<file path="src/rtl/seq_alu_pkg.sv">
// Shared types for the sequential ALU: opcode mnemonics and controller states.
// The DIV/REM datapath is present only when SEQ_ALU_DIV_EN is defined.
package seq_alu_pkg;

   typedef enum logic [3:0] {
      ADD = 4'd0,  SUB = 4'd1,  LSH = 4'd2,  RSH = 4'd3,
      AND = 4'd4,  OR  = 4'd5,  XOR = 4'd6,  NEG = 4'd7,
      GEQ = 4'd8,  EQ  = 4'd9,  NEQ = 4'd10, BNZ = 4'd11,
      MUL = 4'd12, DIV = 4'd13, REM = 4'd14, NOP = 4'd15
   } op_mne;

   typedef enum logic [1:0] {
      IDLE = 2'd0,
      BUSY = 2'd1,
      DONE = 2'd2
   } alu_state;

   localparam int FLAGS_W = 4;

endpackage

</file>
<file path="src/rtl/iter_muldiv.sv">
// W-cycle iterative unit: unsigned shift-add multiply and, with SEQ_ALU_DIV_EN,
// unsigned restoring divide. o_lo/o_hi present the result of the step in progress.
module iter_muldiv #(
   parameter int W = 8
) (
   input  logic         Clk,
   input  logic         Reset,
   input  logic         i_start,
`ifdef SEQ_ALU_DIV_EN
   input  logic         i_div,
`endif
   input  logic [W-1:0] i_a,
   input  logic [W-1:0] i_b,
   output logic         o_done,
   output logic [W-1:0] o_lo,
   output logic [W-1:0] o_hi
);

   localparam int CW = $clog2(W);
   localparam logic [CW-1:0] LAST = CW'(W - 1);

   logic          r_busy;
   logic [CW-1:0] r_cnt;
   logic [W-1:0]  r_acc;
   logic [W-1:0]  r_q;
   logic [W-1:0]  r_m;
   logic [W:0]    w_sum;
   logic [W-1:0]  w_acc_n;
   logic [W-1:0]  w_q_n;
`ifdef SEQ_ALU_DIV_EN
   logic          r_div;
   logic [W:0]    w_shl;
   logic [W-1:0]  w_dif;
`endif

   // r_acc holds the product high half (or partial remainder); r_q the low half (or quotient).
   always_comb begin
      w_sum   = {1'b0, r_acc} + {1'b0, r_m & {W{r_q[0]}}};
      w_acc_n = w_sum[W:1];
      w_q_n   = {w_sum[0], r_q[W-1:1]};
`ifdef SEQ_ALU_DIV_EN
      w_shl = {r_acc, r_q[W-1]};
      w_dif = w_shl[W-1:0] - r_m;
      if (r_div) begin
         if (w_shl >= {1'b0, r_m}) begin
            w_acc_n = w_dif;
            w_q_n   = {r_q[W-2:0], 1'b1};
         end else begin
            w_acc_n = w_shl[W-1:0];
            w_q_n   = {r_q[W-2:0], 1'b0};
         end
      end
`endif
   end

   always_ff @(posedge Clk or posedge Reset) begin
      if (Reset) begin
         r_busy <= 1'b0;
         r_cnt  <= '0;
         r_acc  <= '0;
         r_q    <= '0;
         r_m    <= '0;
`ifdef SEQ_ALU_DIV_EN
         r_div  <= 1'b0;
`endif
      end else if (i_start) begin
         r_busy <= 1'b1;
         r_cnt  <= '0;
         r_acc  <= '0;
         r_q    <= i_a;
         r_m    <= i_b;
`ifdef SEQ_ALU_DIV_EN
         r_div  <= i_div;
`endif
      end else if (r_busy) begin
         r_acc <= w_acc_n;
         r_q   <= w_q_n;
         r_cnt <= r_cnt + CW'(1);
         if (r_cnt == LAST) r_busy <= 1'b0;
      end
   end

   assign o_done = r_busy && (r_cnt == LAST);
   assign o_lo   = w_q_n;
   assign o_hi   = w_acc_n;

endmodule

</file>
<file path="src/rtl/seq_alu.sv">
// Sequential ALU with IDLE/BUSY/DONE controller; MUL (and DIV/REM when
// SEQ_ALU_DIV_EN is defined) run W cycles in iter_muldiv, the rest finish in one.
module seq_alu
   import seq_alu_pkg::*;
#(
   parameter int W   = 8,
   parameter int Ops = 4
) (
   input  logic               Clk,
   input  logic               Reset,
   input  logic               InValid,
   output logic               InReady,
   input  logic [Ops-1:0]     OP,
   input  logic [W-1:0]       InputA,
   input  logic [W-1:0]       InputB,
   output logic               OutValid,
   output logic [W-1:0]       Out,
   output logic [W-1:0]       OutHi,
   output logic               Branch,
   output logic [FLAGS_W-1:0] Flags,
   output alu_state           DbgState
);

   // Handshake: a request is taken on a rising edge where InValid && InReady;
   // OutValid is a one-cycle pulse and is never back-pressured.
   alu_state           r_state, w_state_n;
   op_mne              r_op;
   op_mne              w_op;
   logic [W-1:0]       r_out, r_hi;
   logic               r_br;
   logic [FLAGS_W-1:0] r_flags;
   logic               w_start, w_load, w_iter;
   logic [W:0]         w_sum;
   logic [W-1:0]       w_res, w_hi;
   logic               w_br, w_ill, w_carry;
   logic               w_it_done;
   logic [W-1:0]       w_it_lo, w_it_hi;

   assign w_op = op_mne'(OP[3:0]);

`ifdef SEQ_ALU_DIV_EN
   assign w_iter = (w_op == MUL) || (((w_op == DIV) || (w_op == REM)) && (InputB != '0));
`else
   assign w_iter = (w_op == MUL);
`endif

   always_comb begin
      w_sum   = {1'b0, InputA} + {1'b0, InputB};
      w_res   = '0;
      w_hi    = '0;
      w_br    = 1'b0;
      w_ill   = 1'b0;
      w_carry = 1'b0;
      if (r_state == BUSY) begin
         w_res = (r_op == REM) ? w_it_hi : w_it_lo;
         w_hi  = (r_op == MUL) ? w_it_hi : '0;
      end else begin
         case (w_op)
            ADD: begin w_res = w_sum[W-1:0]; w_carry = w_sum[W]; end
            SUB: begin w_res = InputA - InputB; w_carry = (InputA < InputB); end
            LSH: w_res = {InputA[W-2:0], 1'b0};
            RSH: w_res = {1'b0, InputA[W-1:1]};
            AND: w_res = InputA & InputB;
            OR:  w_res = InputA | InputB;
            XOR: w_res = InputA ^ InputB;
            NEG: w_res = -InputA;
            GEQ: w_res = {{(W-1){1'b0}}, InputA >= InputB};
            EQ:  w_res = {{(W-1){1'b0}}, InputA == InputB};
            NEQ: w_res = {{(W-1){1'b0}}, InputA != InputB};
            BNZ: w_br  = (InputA != '0);
`ifdef SEQ_ALU_DIV_EN
            DIV, REM: begin
               // Only the divide-by-zero case lands here; others go to the iterator.
               w_ill = 1'b1;
               w_res = (w_op == DIV) ? '1 : InputA;
            end
`else
            DIV, REM: w_ill = 1'b1;
`endif
            default: w_res = '0;
         endcase
      end
   end

   always_comb begin
      w_state_n = r_state;
      w_start   = 1'b0;
      w_load    = 1'b0;
      case (r_state)
         IDLE: if (InValid) begin
            if (w_iter) begin
               w_start   = 1'b1;
               w_state_n = BUSY;
            end else begin
               w_load    = 1'b1;
               w_state_n = DONE;
            end
         end
         BUSY: if (w_it_done) begin
            w_load    = 1'b1;
            w_state_n = DONE;
         end
         DONE:    w_state_n = IDLE;
         default: w_state_n = IDLE;
      endcase
   end

   always_ff @(posedge Clk or posedge Reset) begin
      if (Reset) begin
         r_state <= IDLE;
         r_op    <= NOP;
         r_out   <= '0;
         r_hi    <= '0;
         r_br    <= 1'b0;
         r_flags <= '0;
      end else begin
         r_state <= w_state_n;
         if (w_start) r_op <= w_op;
         if (w_load) begin
            r_out   <= w_res;
            r_hi    <= w_hi;
            r_br    <= w_br;
            r_flags <= {w_ill, w_res[W-1], w_carry, (w_res == '0)};
         end
      end
   end

   iter_muldiv #(.W(W)) u_iter (
      .Clk     (Clk),
      .Reset   (Reset),
      .i_start (w_start),
`ifdef SEQ_ALU_DIV_EN
      .i_div   (w_op != MUL),
`endif
      .i_a     (InputA),
      .i_b     (InputB),
      .o_done  (w_it_done),
      .o_lo    (w_it_lo),
      .o_hi    (w_it_hi)
   );

   assign InReady  = (r_state == IDLE);
   assign OutValid = (r_state == DONE);
   assign Out      = r_out;
   assign OutHi    = r_hi;
   assign Branch   = r_br;
   assign Flags    = r_flags;
   assign DbgState = r_state;

endmodule

</file>
<file path="config.mk">
export PLATFORM = sky130hd
export DESIGN_NAME = seq_alu
export DESIGN_NICKNAME = d
export VERILOG_FILES = /design/src/rtl/seq_alu_pkg.sv /design/src/rtl/iter_muldiv.sv /design/src/rtl/seq_alu.sv
export SDC_FILE = /design/constraint.sdc
export NUM_CORES = 1
export LEC_CHECK = 0
export ABC_AREA = 1
export ABC_CLOCK_PERIOD_IN_PS = 2050
export BUFFER_PORTS_ARGS = -buffer_cell sky130_fd_sc_hd__buf_2
export CAP_MARGIN = 20
export CORE_UTILIZATION = 45
export DETAILED_ROUTE_END_ITERATION = 7
export GPL_TIMING_DRIVEN = 0
export HOLD_SLACK_MARGIN = 0.1
export PLACE_DENSITY = 0.72
export SKIP_CTS_REPAIR_TIMING = 1
export SLEW_MARGIN = 5
export SYNTH_ARGS = -nofsm -noshare
export SYNTH_HDL_FRONTEND = slang
export SYNTH_SLANG_ARGS = --single-unit
export TNS_END_PERCENT = 50
</file>
<file path="constraint.sdc">
create_clock -name Clk -period 2.05 [get_ports Clk]
set_input_delay 0.205 -clock Clk [delete_from_list [all_inputs] [get_ports Clk]]
set_output_delay 0.205 -clock Clk [all_outputs]
set_load 0.01 [all_outputs]
</file>
## Word level (Yosys, flattened, before mapping)

Cells that the tools add are included.

- Equality and inequality tests: 23
- Reductions and logical operators: 8
- Mux-type cells: 31
- Add/subtract/negate cells: 5
- Bitwise operators: 4
- Order comparisons: 2

Operator list:

| cell | count |
|---|---|
| 8-bit case mux with 11 select lines | 1 |
| 8-bit 2-to-1 mux | 8 |
| 4-bit equality test, second input constant | 9 |
| 8-bit by 8-bit adder with 9-bit output | 2 |
| 8-bit bitwise AND | 2 |
| 4-bit by 3-bit equality test with 1-bit output, second input constant | 4 |
| 1-bit 2-to-1 mux | 14 |
| 4-bit by 2-bit equality test with 1-bit output, second input constant | 2 |
| 8-bit equality test | 1 |
| 8-bit greater-or-equal comparator | 1 |
| 8-bit zero test | 1 |
| 8-bit less-than comparator | 1 |
| 8-bit != test | 1 |
| 8-bit negation | 1 |
| 8-bit bitwise OR | 1 |
| 8-bit nonzero test | 1 |
| 8-bit subtractor | 1 |
| 8-bit XOR | 1 |
| 2-bit 2-to-1 mux | 3 |
| 3-bit 2-to-1 mux | 2 |
| 4-bit by 1-bit equality test with 1-bit output, second input constant | 1 |
| 4-bit zero test | 1 |
| 1-bit case mux with 2 select lines | 2 |
| 2-bit case mux with 2 select lines | 1 |
| 11 further kinds | 11 |

- Word-level logic and storage cells: 84
- Input port bits: 23
- Register bits: 55

## Depth between registers and ports, before layout

Gate-level depths: netlist of the first run.

- Depth after elaboration: 5
- Gate-level depth with buffers: 17

## By module

A second synthesis of the first run with hierarchy kept.

- Cells, all modules: 672
- Area, all modules: 4491.8 sq um

Modules (own cells, without submodules):

| module | area an instance (sq um) | seq. area each (sq um) | instances | cells an instance |
|---|---|---|---|---|
| seq_alu | 2849.0 | 655.6 | 1 | 474 |
| iter_muldiv | 1642.8 | 700.7 | 1 | 198 |

## Worst setup path before layout of the first run

Ideal clock, no wire load.

- Path kind: register to register
- From: register u_iter.r_q[0]
- To: register r_flags[0] (netlist: Flags[0])
- Required time: 1.984 ns
- Library setup time: 0.066 ns
- Period minus slack after synthesis: 2.194 ns
- Data arrival time: 2.129 ns
- Path slack: -0.144 ns
- Cell stages (with the launch flop): 16
- Cell sequence: dfrtp_1 > clkbuf_1 > nand2_1 > inv_1 > ha_1 > fa_1 > nand3_1 > nand3_1 > a21oi_1 > xor2_1 > nand2_1 > nand2_1 > nand2_1 > nor2_1 > nand3_1 > nand2_1

- Longest elaborated chain between the ends: 5

Ends and longest elaborated chain:

| item | line | source |
|---|---|---|
| start, declared | iter_muldiv.sv:25 | `logic [W-1:0] r_q;` |
| start signal, assigned | iter_muldiv.sv:70 | `r_q <= i_a;` |
| start signal, assigned | iter_muldiv.sv:77 | `r_q <= w_q_n;` |
| 8-bit bitwise AND | iter_muldiv.sv:38 | `w_sum = {1'b0, r_acc} + {1'b0, r_m & {W{r_q[0]}}};` |
| 8-bit by 8-bit adder with 9-bit output | iter_muldiv.sv:38 |  |
| 8-bit 2-to-1 mux | seq_alu.sv:55 | `w_res = (r_op == REM) ? w_it_hi : w_it_lo;` |
| 8-bit 2-to-1 mux | seq_alu.sv:54 | `if (r_state == BUSY) begin` |
| 8-bit zero test | seq_alu.sv:123 | `r_flags <= {w_ill, w_res[W-1], w_carry, (w_res == '0)};` |
| end signal, assigned | seq_alu.sv:123 |  |
| end, declared | seq_alu.sv:31 | `logic [FLAGS_W-1:0] r_flags;` |

Every way passes these cells.
A chain may end at the register's enable or synchronous reset.

## Worst setup path in the final report of the first run

Same ends and word-level chain as after synthesis.

==> impl_metrics.csv, run 1 <==
group,metric,value,unit
worst_hold_path,hold_depth,3,
worst_setup_path,crit_type,"register to register",
grt,overflow,0,
timing,fin_skew,0.0118,ns
placement,dp_hpwl,9.53,mm
grt,grt_max_degree,42,
worst_setup_path,required,2.30,ns
route,met2_length,5.48,mm
synth,synth-edff-count,0,
timing,hold_slack,0.238,ns
synth,yosysWarningCount,0,
timing,worst-slew-pin-transition,0.495,ns
timing,period_minus_slack,2.36,ns
grt,grt_pass1_wl,19.3,mm
floorplanning,start_util,46.6,%
route,top_layer,"met4",
timing,rsz0062_at_grt,"true",
floorplanning,die_w,99.9,um
route,vias_per_cell,5.28,
floorplanning,dieArea,9970,sq um
finish,synthToLayoutAreaGrowth,16.8,%
clock_tree,root_buffer,"clkbuf_8",
timing,fin_crit_sh,115,%
placement,place_ws,-0.414,ns
job,drv_cap,0,
timing,timing.fmax,424,MHz
route,wl_met3,704,um
synth,synth_area_leaders,"dfrtp_1, nand2_1, ha_1",
worst_setup_path,crit_fanout,6,
clock_tree,clk_latency,0.32,ns
worst_hold_path,hp-start,"InputB[0]",
pwr,ir_drop,0.000343,V
floorplanning,row_count,35,
synth,yosysTopAreaCell,"dfrtp_1",
synth,seq_area_frac_synth,31.5,%
synth,synth_top_area_share,29.0,%
outcome,failed_checks,"setup timing",
placement,portBuffers,47,
route,drt-initial-drc-count,396,
clock_tree,clkSlewWorstSetupHoldPaths,0.11,ns
route,drtAntennaViolNets,0,
worst_setup_path,startpoint_type,"register",
placement,globalplace.congestion,0.885,
clock_tree,clockBufferDepth,2,
floorplanning,die_h,99.9,um
finish,layout_common_cells,"nand2_1, inv_1, nor2_1",
worst_setup_path,r2r-end,"Flags[0]",
grt,antenna_found_initial,0,
timing,hold_viol,0,
timing,fin_setup_tns,-0.694,ns
grt,grt.total_usage,24.8,%
finish,nets,763,
worst_setup_path,crit_arrival,2.61,ns
clock_tree,htreeDepth,2,
outcome,status,"finished with violations",
route,wl,12.3,mm
route,vias,4391,
worst_setup_path,r2r_setup_slack,-0.31,ns
floorplanning,core_area,9240,sq um
synth,syn_area_per_cell,6.75,sq um
grt,grt_pass1_vias,3891,
worst_setup_path,r2r_cells,14,
placement,placed_area,4740,sq um
worst_hold_path,hold_class,"input pin to register",
synth,synth-main-ff-cell,"dfrtp_1",
route,remaining_drc_errors,0,
worst_setup_path,reg2reg_from,"u_iter.r_q[0]",
synth,synth_cells,639,
clock_tree,cts_tree,"built",
route,dr.pass1.iters,5,
worst_hold_path,whs_endpoint,"u_iter.r_m[0]",
timing,fin_ws,-0.306,ns
finish,final_area,5030,sq um
clock_tree,numCtsBuffers,5,
synth,synthesis.area,4310,sq um
timing,slew_viol_final,0,
route,wl_met1,5.76,mm
synth,synthDistinctLibCells,42,
finish,final_common_cell,"nand2_1",
route,wl_per_cell,14.8,um
synth,syn_nets,701,
synth,async_reset_ff_share,100,%
timing,setup-violations-final,4,
worst_setup_path,end_kind,"register",
pwr,total_power,3820,uW
timing,max_slew_margin,67.0,%
pwr,powerDensity,758,nW/um^2
synth,ys_ff_latch,54,
finish,num_antenna_cells,0,
clock_tree,clock_sinks,54,
pwr,p_leak,0.00268,uW
floorplanning,ios,48,
finish,drive_gt1_share,18.1,%
==> metal layers <==
layer / vias up / track usage (%)
met5: - / 0
met4: 0 / 7.47
met3: 36 / 3.34
met2: 168 / 39.2
met1: 2018 / 35.5
li1: 2169 / -
==> layout make-up <==
cell class	count	area, sq um
multi-input cells	476	2680
flip-flops and latches	54	1360
plain buffers	15	72.6
fillers	883	4210
inverters	93	353
clock inverters	3	28.8
well taps	129	161
repair buffers	56	318
clock buffers	5	68.8
==> cell families (layout without fill, tap and decap cells) <==
| family | after synthesis | in the layout | share of synthesized area (%) |
|---|---|---|---|
| simple gates | 341 | 341 | 33.4 |
| mux | 2 | 2 | 0.464 |
| fa+ha+maj | 39 | 39 | 11.8 |
| buf+inv | 109 | 172 | 9.84 |
| flops | 54 | 54 | 31.5 |
| xor+xnor | 5 | 5 | 1.02 |
| compound gates | 89 | 89 | 11.9 |
==> through the flow <==
step	util, %	instances
floorplan	-	639
global placement	51.1	815
detailed placement	51.3	816
CTS	52.4	824
global route	54.5	831
finish	54.5	831
==> report_power, final <==
group | internal [uW] | switching [uW]
sequential | 1340 | 173
clock | 254 | 392
combinational | 618 | 1040
total | 2210 | 1610
==> cells in the mapped netlist, drive strengths merged, types with 3 or more instances <==
master,number
a21oi,21
a31oi,4
buf,11
clkbuf,5
dfrtp,50
dfstp,4
fa,3
ha,36
inv,93
nand2,203
nand3,51
nand4,11
nor2,66
nor3,4
o21ai,44
o221ai,7
xnor2,3
==> worst max-delay path: stages (launching register included) <==
cell and delay, ns:
dfrtp_2 0.47, nand2_2 0.07, inv_2 0.04, ha_4 0.15, fa_2 0.39, nand3_2 0.11
nand3_4 0.13, a21oi_4 0.20, xor2_2 0.21, nand2_1 0.11, nand2_2 0.10, nand2_1 0.05
nor2_1 0.11, nand3_1 0.09, nand2_1 0.08
==> how the worst max path moves through the flow <==
stage,start,end,cells after the start
floorplan,u_iter.r_q[0],Flags[0],15
global placement,InputA[0],Flags[0],18
detailed placement,InputA[0],Flags[0],18
CTS,u_iter.r_q[0],Flags[0],14
global route,u_iter.r_q[0],Flags[0],14
finish,u_iter.r_q[0],Flags[0],14
==> registers in the layout, summed over array words and instances (netlist names) <==
register       flops
r_op               4
Out                7
Flags              4
u_iter.r_busy      1
OutHi              8
u_iter.r_acc       8
Branch             1
u_iter.r_m         8
u_iter.r_cnt       3
u_iter.r_q         8
DbgState           2
Power figures use the tool's default switching activity.
==> run 2, diff against run 1 <==
--- a/config.mk
+++ b/config.mk
@@ -5,7 +5,6 @@
 export SDC_FILE = /design/constraint.sdc
 export NUM_CORES = 1
 export LEC_CHECK = 0
-export ABC_AREA = 1
 export ABC_CLOCK_PERIOD_IN_PS = 2050
 export BUFFER_PORTS_ARGS = -buffer_cell sky130_fd_sc_hd__buf_2
 export CAP_MARGIN = 20
==> run 2 against run 1 <==
  * The run still ends with setup timing left
  * Power is 31% higher
  * Critical path type unchanged
  * Sequential cell count unchanged
  * First-iteration DRC count grew 0.51%
  * Clock skew is 0.0034 ns higher
  * Combinational power is 55% higher
  * Via count fell by 3.3%
==> impl_metrics.csv, run 2 <==
group,metric,value,unit
floorplanning,ios,48,
pwr,pwr-share-clk,15.5,%
grt,grt_pass1_wl,20.0,mm
worst_setup_path,reg2reg_from,"u_iter.r_q[0]",
pwr,switchingPower,2000,uW
synth,synth-main-ff-cell,"dfrtp_1",
synth,yosysMostFrequentCell,"nand2_1",
worst_setup_path,r2r-end,"Out[6]",
timing,rsz0062_at_grt,"true",
placement,place_ws,-0.992,ns
synth,synth_top_area_share,28.2,%
grt,antenna_found_initial,0,
synth,synth_cells,515,
pwr,seq_power_share,32.8,%
placement,globalplace.congestion,0.952,
pwr,p_leak,0.00241,uW
worst_setup_path,r2r_cells,9,
route,drtAntennaViolNets,0,
grt,grt_max_degree,29,
route,dr.pass1.iters,5,
clock_tree,numCtsBuffers,5,
synth,synth_area_leaders,"dfrtp_1, ha_1, mux2i_1",
pwr,p_sw_share,40.1,%
route,vias,4244,
worst_setup_path,r2r_setup_slack,-0.58,ns
clock_tree,htreeDepth,2,
pwr,p_int,2990,uW
finish,layout_common_cells,"nand2_1, buf_2, dfrtp_1",
worst_setup_path,startpoint_type,"register",
worst_setup_path,critPathMaxStageDelay,0.46,ns
clock_tree,root_buffer,"clkbuf_8",
synth,yosysWarningCount,0,
timing,setup-violations-final,15,
worst_setup_path,end_kind,"register",
finish,num_antenna_cells,0,
worst_setup_path,crit_arrival,2.84,ns
outcome,status,"finished with violations",
clock_tree,clk_latency,0.31,ns
synth,synth-edff-count,0,
finish,drive_gt1_share,26.2,%
worst_hold_path,hp-start,"InputB[0]",
finish,final_area,5350,sq um
worst_setup_path,required,2.26,ns
timing,fin_crit_sh,129,%
synth,async_reset_ff_share,100,%
synth,synthTopCellsByCount,"nand2_1, dfrtp_1, nor2_1, ha_1, o21ai_0",
clock_tree,clockBufferDepth,2,
route,drt-initial-drc-count,398,
timing,slew_viol_final,0,
timing,fin_ws,-0.585,ns
placement,dp_hpwl,9.86,mm
timing,worst-slew-pin-transition,0.680,ns
outcome,failed_checks,"setup timing",
job,drv_cap,0,
finish,final_common_cell,"nand2_1",
placement,portBuffers,47,
worst_hold_path,hold_class,"input pin to register",
floorplanning,row_count,35,
timing,fin_setup_tns,-3.78,ns
finish,synthToLayoutAreaGrowth,20.8,%
route,wl_per_cell,18.0,um
timing,max_slew_margin,54.6,%
pwr,ir_drop,0.000401,V
clock_tree,clock_sinks,54,
timing,hold_viol,0,
synth,ys_ff_latch,54,
worst_hold_path,hold_depth,3,
worst_setup_path,crit_fanout,6,
grt,grt.total_usage,25.2,%
timing,period_minus_slack,2.63,ns
synth,synthesis.area,4430,sq um
finish,utilization,57.1,%
pwr,power_frac_comb,51.7,%
worst_setup_path,path_cells,"and2_4 > ha_4 > and3_4 > a221o_1 > o41ai_2 > xnor2_1 > mux2i_1 > o22ai_2 > mux2_4",
floorplanning,dieArea,10200,sq um
clock_tree,clkSlewWorstSetupHoldPaths,0.10,ns
floorplanning,die_w,101,um
synth,seq_area_frac_synth,30.6,%
worst_setup_path,cpMaxStageDelayCell,"dfrtp_2",
worst_setup_path,crit_type,"register to register",
grt,overflow,0,
finish,seqCellArea,1360,sq um
worst_hold_path,whs_endpoint,"u_iter.r_m[0]",
synth,synthDistinctLibCells,69,
timing,timing.fmax,380,MHz
route,wl,12.8,mm
route,remaining_drc_errors,0,
synth,yosysTopAreaCell,"dfrtp_1",
grt,grt_pass1_vias,3856,
pwr,powerDensity,932,nW/um^2
finish,nets,645,
route,vias_per_cell,5.95,
synth,syn_nets,577,
finish,multiInputGateArea,3030,sq um
placement,placed_area,4940,sq um
floorplanning,die_h,101,um
clock_tree,cts_tree,"built",
floorplanning,core_area,9370,sq um
floorplanning,start_util,47.3,%
finish,nFillCells,869,
synth,syn_area_per_cell,8.61,sq um
timing,fin_skew,0.0152,ns
==> run 2: logic make-up (layout without fill, tap and decap cells) <==
family	count (synthesis)	in the layout	share of synthesized area [%]
AND/OR/NAND/NOR	176	176	19.7
AO/OA/AOI/OAI	131	131	20.1
adder cells (fa/ha/maj)	39	39	11.5
flip-flops	54	54	30.6
XOR/XNOR	16	16	3.16
multiplexers	34	34	7.91
buffers and inverters	65	134	6.95
==> run 2: layer usage <==
| layer | vias up | track usage, % | part of all wire, % |
|---|---|---|---|
| li1 | 1968 | - | - |
| met1 | 2035 | 35.5 | 45 |
| met2 | 214 | 40.8 | 46 |
| met3 | 27 | 2.90 | 6.8 |
| met4 | 0 | 7.25 | 2.6 |
| met5 | - | 0 | 0 |
==> run 2: worst max-delay path by stage <==
stage | startpoint | end | slack, ns | depth (start not counted)
after global routing | u_iter.r_q[0] | Out[6] | -0.65 | 9
after global placement | InputA[1] | Flags[2] | -0.98 | 11
after CTS | InputA[1] | Flags[2] | -0.67 | 11
final | u_iter.r_q[0] | Out[6] | -0.58 | 9
after detailed placement | InputA[1] | Flags[2] | -0.99 | 11
after floorplan | u_iter.r_q[0] | Flags[2] | -0.29 | 9
==> run 2: metrics by stage <==
step | instances | total power, uW | hold slack, ns
floorplan | 515 | 3130 | 0.322
global placement | 691 | 3700 | 0.461
detailed placement | 692 | 3780 | 0.319
CTS | 700 | 4540 | -0.0203
global route | 713 | 5300 | 0.217
finish | 713 | 4990 | 0.207
==> run 2: final cells by class <==
cell class / instances / area share, %
repair buffers: 61 / 6.80
inverters: 34 / 2.43
plain buffers: 31 / 3.60
flip-flops and latches: 54 / 25.4
clock buffers: 6 / 1.54
clock inverters: 2 / 0.724
well taps: 129 / 3.01
multi-input cells: 396 / 56.5
==> run 2: critical path: cells and delay by family (launching register included) <==
family	cells	cell delay [ns]
compound gates	3	0.83
flops	1	0.46
mux	2	0.52
fa+ha+maj	1	0.24
xor+xnor	1	0.15
simple gates	2	0.34
==> run 2: power by group through the flow <==
stage / clock network [uW] / logic, uW / registers [uW]
6_report: 771 / 2580 / 1640
5_1_grt: 811 / 2820 / 1670
4_1_cts: 771 / 2150 / 1620
3_5_place_dp: 0 / 2140 / 1640
3_3_place_gp: 0 / 2070 / 1620
2_1_floorplan: 0 / 1530 / 1600
==> run 3, diff against run 2 <==
--- a/config.mk
+++ b/config.mk
@@ -5,14 +5,14 @@
 export SDC_FILE = /design/constraint.sdc
 export NUM_CORES = 1
 export LEC_CHECK = 0
-export ABC_CLOCK_PERIOD_IN_PS = 2050
+export ABC_CLOCK_PERIOD_IN_PS = 2800
 export BUFFER_PORTS_ARGS = -buffer_cell sky130_fd_sc_hd__buf_2
 export CAP_MARGIN = 20
 export CORE_UTILIZATION = 45
 export DETAILED_ROUTE_END_ITERATION = 7
 export GPL_TIMING_DRIVEN = 0
 export HOLD_SLACK_MARGIN = 0.1
-export PLACE_DENSITY = 0.72
+export PLACE_DENSITY = 0.7
 export SKIP_CTS_REPAIR_TIMING = 1
 export SLEW_MARGIN = 5
 export SYNTH_ARGS = -nofsm -noshare
==> constraint.sdc (replaced) <==
create_clock -name Clk -period 2.8 [get_ports Clk]
set_input_delay 0.28 -clock Clk [delete_from_list [all_inputs] [get_ports Clk]]
set_output_delay 0.28 -clock Clk [all_outputs]
set_load 0.01 [all_outputs]
==> run 3 against run 2 <==
  * The run now ends clean
  * Sequential share of layout area up 1.6 points
  * First-iteration DRC count down 15%
  * Cell count down 1.4%
  * Final area down 5.8%
  * Non-clock buffer count down 10
  * Critical path depth unchanged
  * Combinational power down 41%
  * Clock power down 29%
  * Setup slack better by 0.66 ns
  * Global-route usage up 0.22 points
  * Largest cell class unchanged
==> impl_metrics.csv, run 3 (same netlist as run 2, synthesis figures left out) <==
group,metric,value,unit
job,drv_cap,0,
finish,drive_gt1_share,18.5,%
finish,nets,635,
placement,dp_hpwl,9.81,mm
pwr,p_sw_share,40.6,%
timing,setup-violations-final,0,
route,drtAntennaViolNets,0,
finish,final_common_cell,"buf_2",
route,vias,4033,
clock_tree,clockBufferDepth,2,
clock_tree,clk_latency,0.32,ns
timing,worst-slew-pin-transition,0.838,ns
pwr,powerDensity,645,nW/um^2
clock_tree,clock_sinks,54,
pwr,switchingPower,1320,uW
pwr,total_power,3250,uW
floorplanning,dieArea,10200,sq um
placement,portBuffers,47,
floorplanning,row_count,35,
timing,period_minus_slack,2.73,ns
worst_setup_path,crit_type,"register to register",
placement,globalplace.congestion,0.946,
floorplanning,die_h,101,um
pwr,p_leak,0.00231,uW
route,wl,12.4,mm
pwr,power_frac_comb,47.1,%
pwr,p_int,1930,uW
finish,num_antenna_cells,0,
timing,slew_viol_final,0,
route,remaining_drc_errors,0,
finish,synthToLayoutAreaGrowth,13.7,%
route,drt-initial-drc-count,339,
pwr,pwr-share-clk,16.8,%
pwr,ir_drop,0.000315,V
clock_tree,numCtsBuffers,5,
finish,layout_common_cells,"buf_2, nand2_1, dfrtp_1",
timing,timing.fmax,367,MHz
worst_setup_path,startpoint_type,"register",
timing,hold_slack,0.276,ns
placement,placed_area,4850,sq um
finish,final_area,5040,sq um
floorplanning,start_util,47.3,%
outcome,status,"completed",
clock_tree,root_buffer,"clkbuf_8",
grt,grt_max_degree,29,
timing,rsz0062_at_grt,"true",
route,wl_per_cell,17.7,um
timing,max_slew_margin,42.7,%
floorplanning,die_w,101,um
grt,grt.total_usage,25.4,%
grt,antenna_found_initial,1,
worst_setup_path,required,3.00,ns
route,dr.pass1.iters,5,
worst_hold_path,hold_class,"input pin to register",
clock_tree,clkSlewWorstSetupHoldPaths,0.10,ns
floorplanning,core_area,9370,sq um
timing,fin_skew,0.0160,ns
worst_setup_path,crit_fanout,9,
grt,grt_pass1_vias,3823,
timing,hold_viol,0,
timing,fin_crit_sh,97.4,%
grt,grt_pass1_wl,20.2,mm
route,vias_per_cell,5.74,
worst_setup_path,crit_arrival,2.92,ns
pwr,seq_power_share,36.1,%
worst_setup_path,end_kind,"register",
clock_tree,cts_tree,"built",
clock_tree,htreeDepth,2,
floorplanning,ios,48,
grt,overflow,0,
==> run 3: metrics by stage <==
step | setup WS, ns | instances | TNS (ns) | util [%]
6_report | 0.0731 | 703 | 0 | 53.8
3_3_place_gp | -0.373 | 691 | -1.21 | 51.5
3_5_place_dp | -0.375 | 692 | -1.16 | 51.7
5_1_grt | -0.0136 | 703 | -0.0163 | 53.8
2_1_floorplan | 0.280 | 515 | 0 | -
4_1_cts | -0.0693 | 700 | -0.0997 | 53.0
==> run 3: area by class of cell <==
| cell class | count | area (sq um) |
|---|---|---|
| Buffer | 31 | 180 |
| Timing Repair Buffer | 51 | 283 |
| Multi-Input combinational cell | 396 | 2810 |
| Tap cell | 129 | 161 |
| Sequential cell | 54 | 1360 |
| Clock buffer | 5 | 68.8 |
| Inverter | 34 | 128 |
| Clock inverter | 3 | 48.8 |
| Fill cell | 926 | 4330 |
==> run 3: routing by layer <==
metal / track usage, % / vias to the layer above / wire [um]
li1: - / 1946 / -
met1: 36.0 / 1894 / 5680
met2: 40.2 / 169 / 5610
met3: 3.59 / 24 / 852
met4: 7.69 / 0 / 287
met5: 0 / - / 0
==> run 3: power groups by stage <==
stage | combinational, uW | clock (uW) | sequential, uW
3_3_place_gp | 1410 | 0 | 1170
3_5_place_dp | 1460 | 0 | 1180
5_1_grt | 1710 | 587 | 1200
4_1_cts | 1460 | 556 | 1170
2_1_floorplan | 1040 | 0 | 1160
6_report | 1530 | 545 | 1170
==> run 3: final timing paths <==
kind	start	endpoint	slack [ns]	cells past startpoint
worst max-delay path	u_iter.r_q[0]	Out[6]	0.07	9
worst min-delay path	InputB[0]	u_iter.r_m[0]	0.28	3
worst max register to register	u_iter.r_q[0]	Out[6]	0.07	9
worst min register to register	u_iter.r_m[2]	u_iter.r_m[2]	0.48	2
max in group asynchronous	Reset	u_iter.r_q[0]	1.67	4
min in group asynchronous	Reset	OutHi[7]	0.56	3
==> run 3: worst max-delay path: stages, from the launching register on <==
cell,delay (ns)
dfrtp_2,0.47
and2_1,0.17
ha_1,0.36
and3_1,0.22
a221o_1,0.36
o41ai_2,0.26
xnor2_1,0.15
mux2i_1,0.22
o22ai_1,0.14
mux2_4,0.27
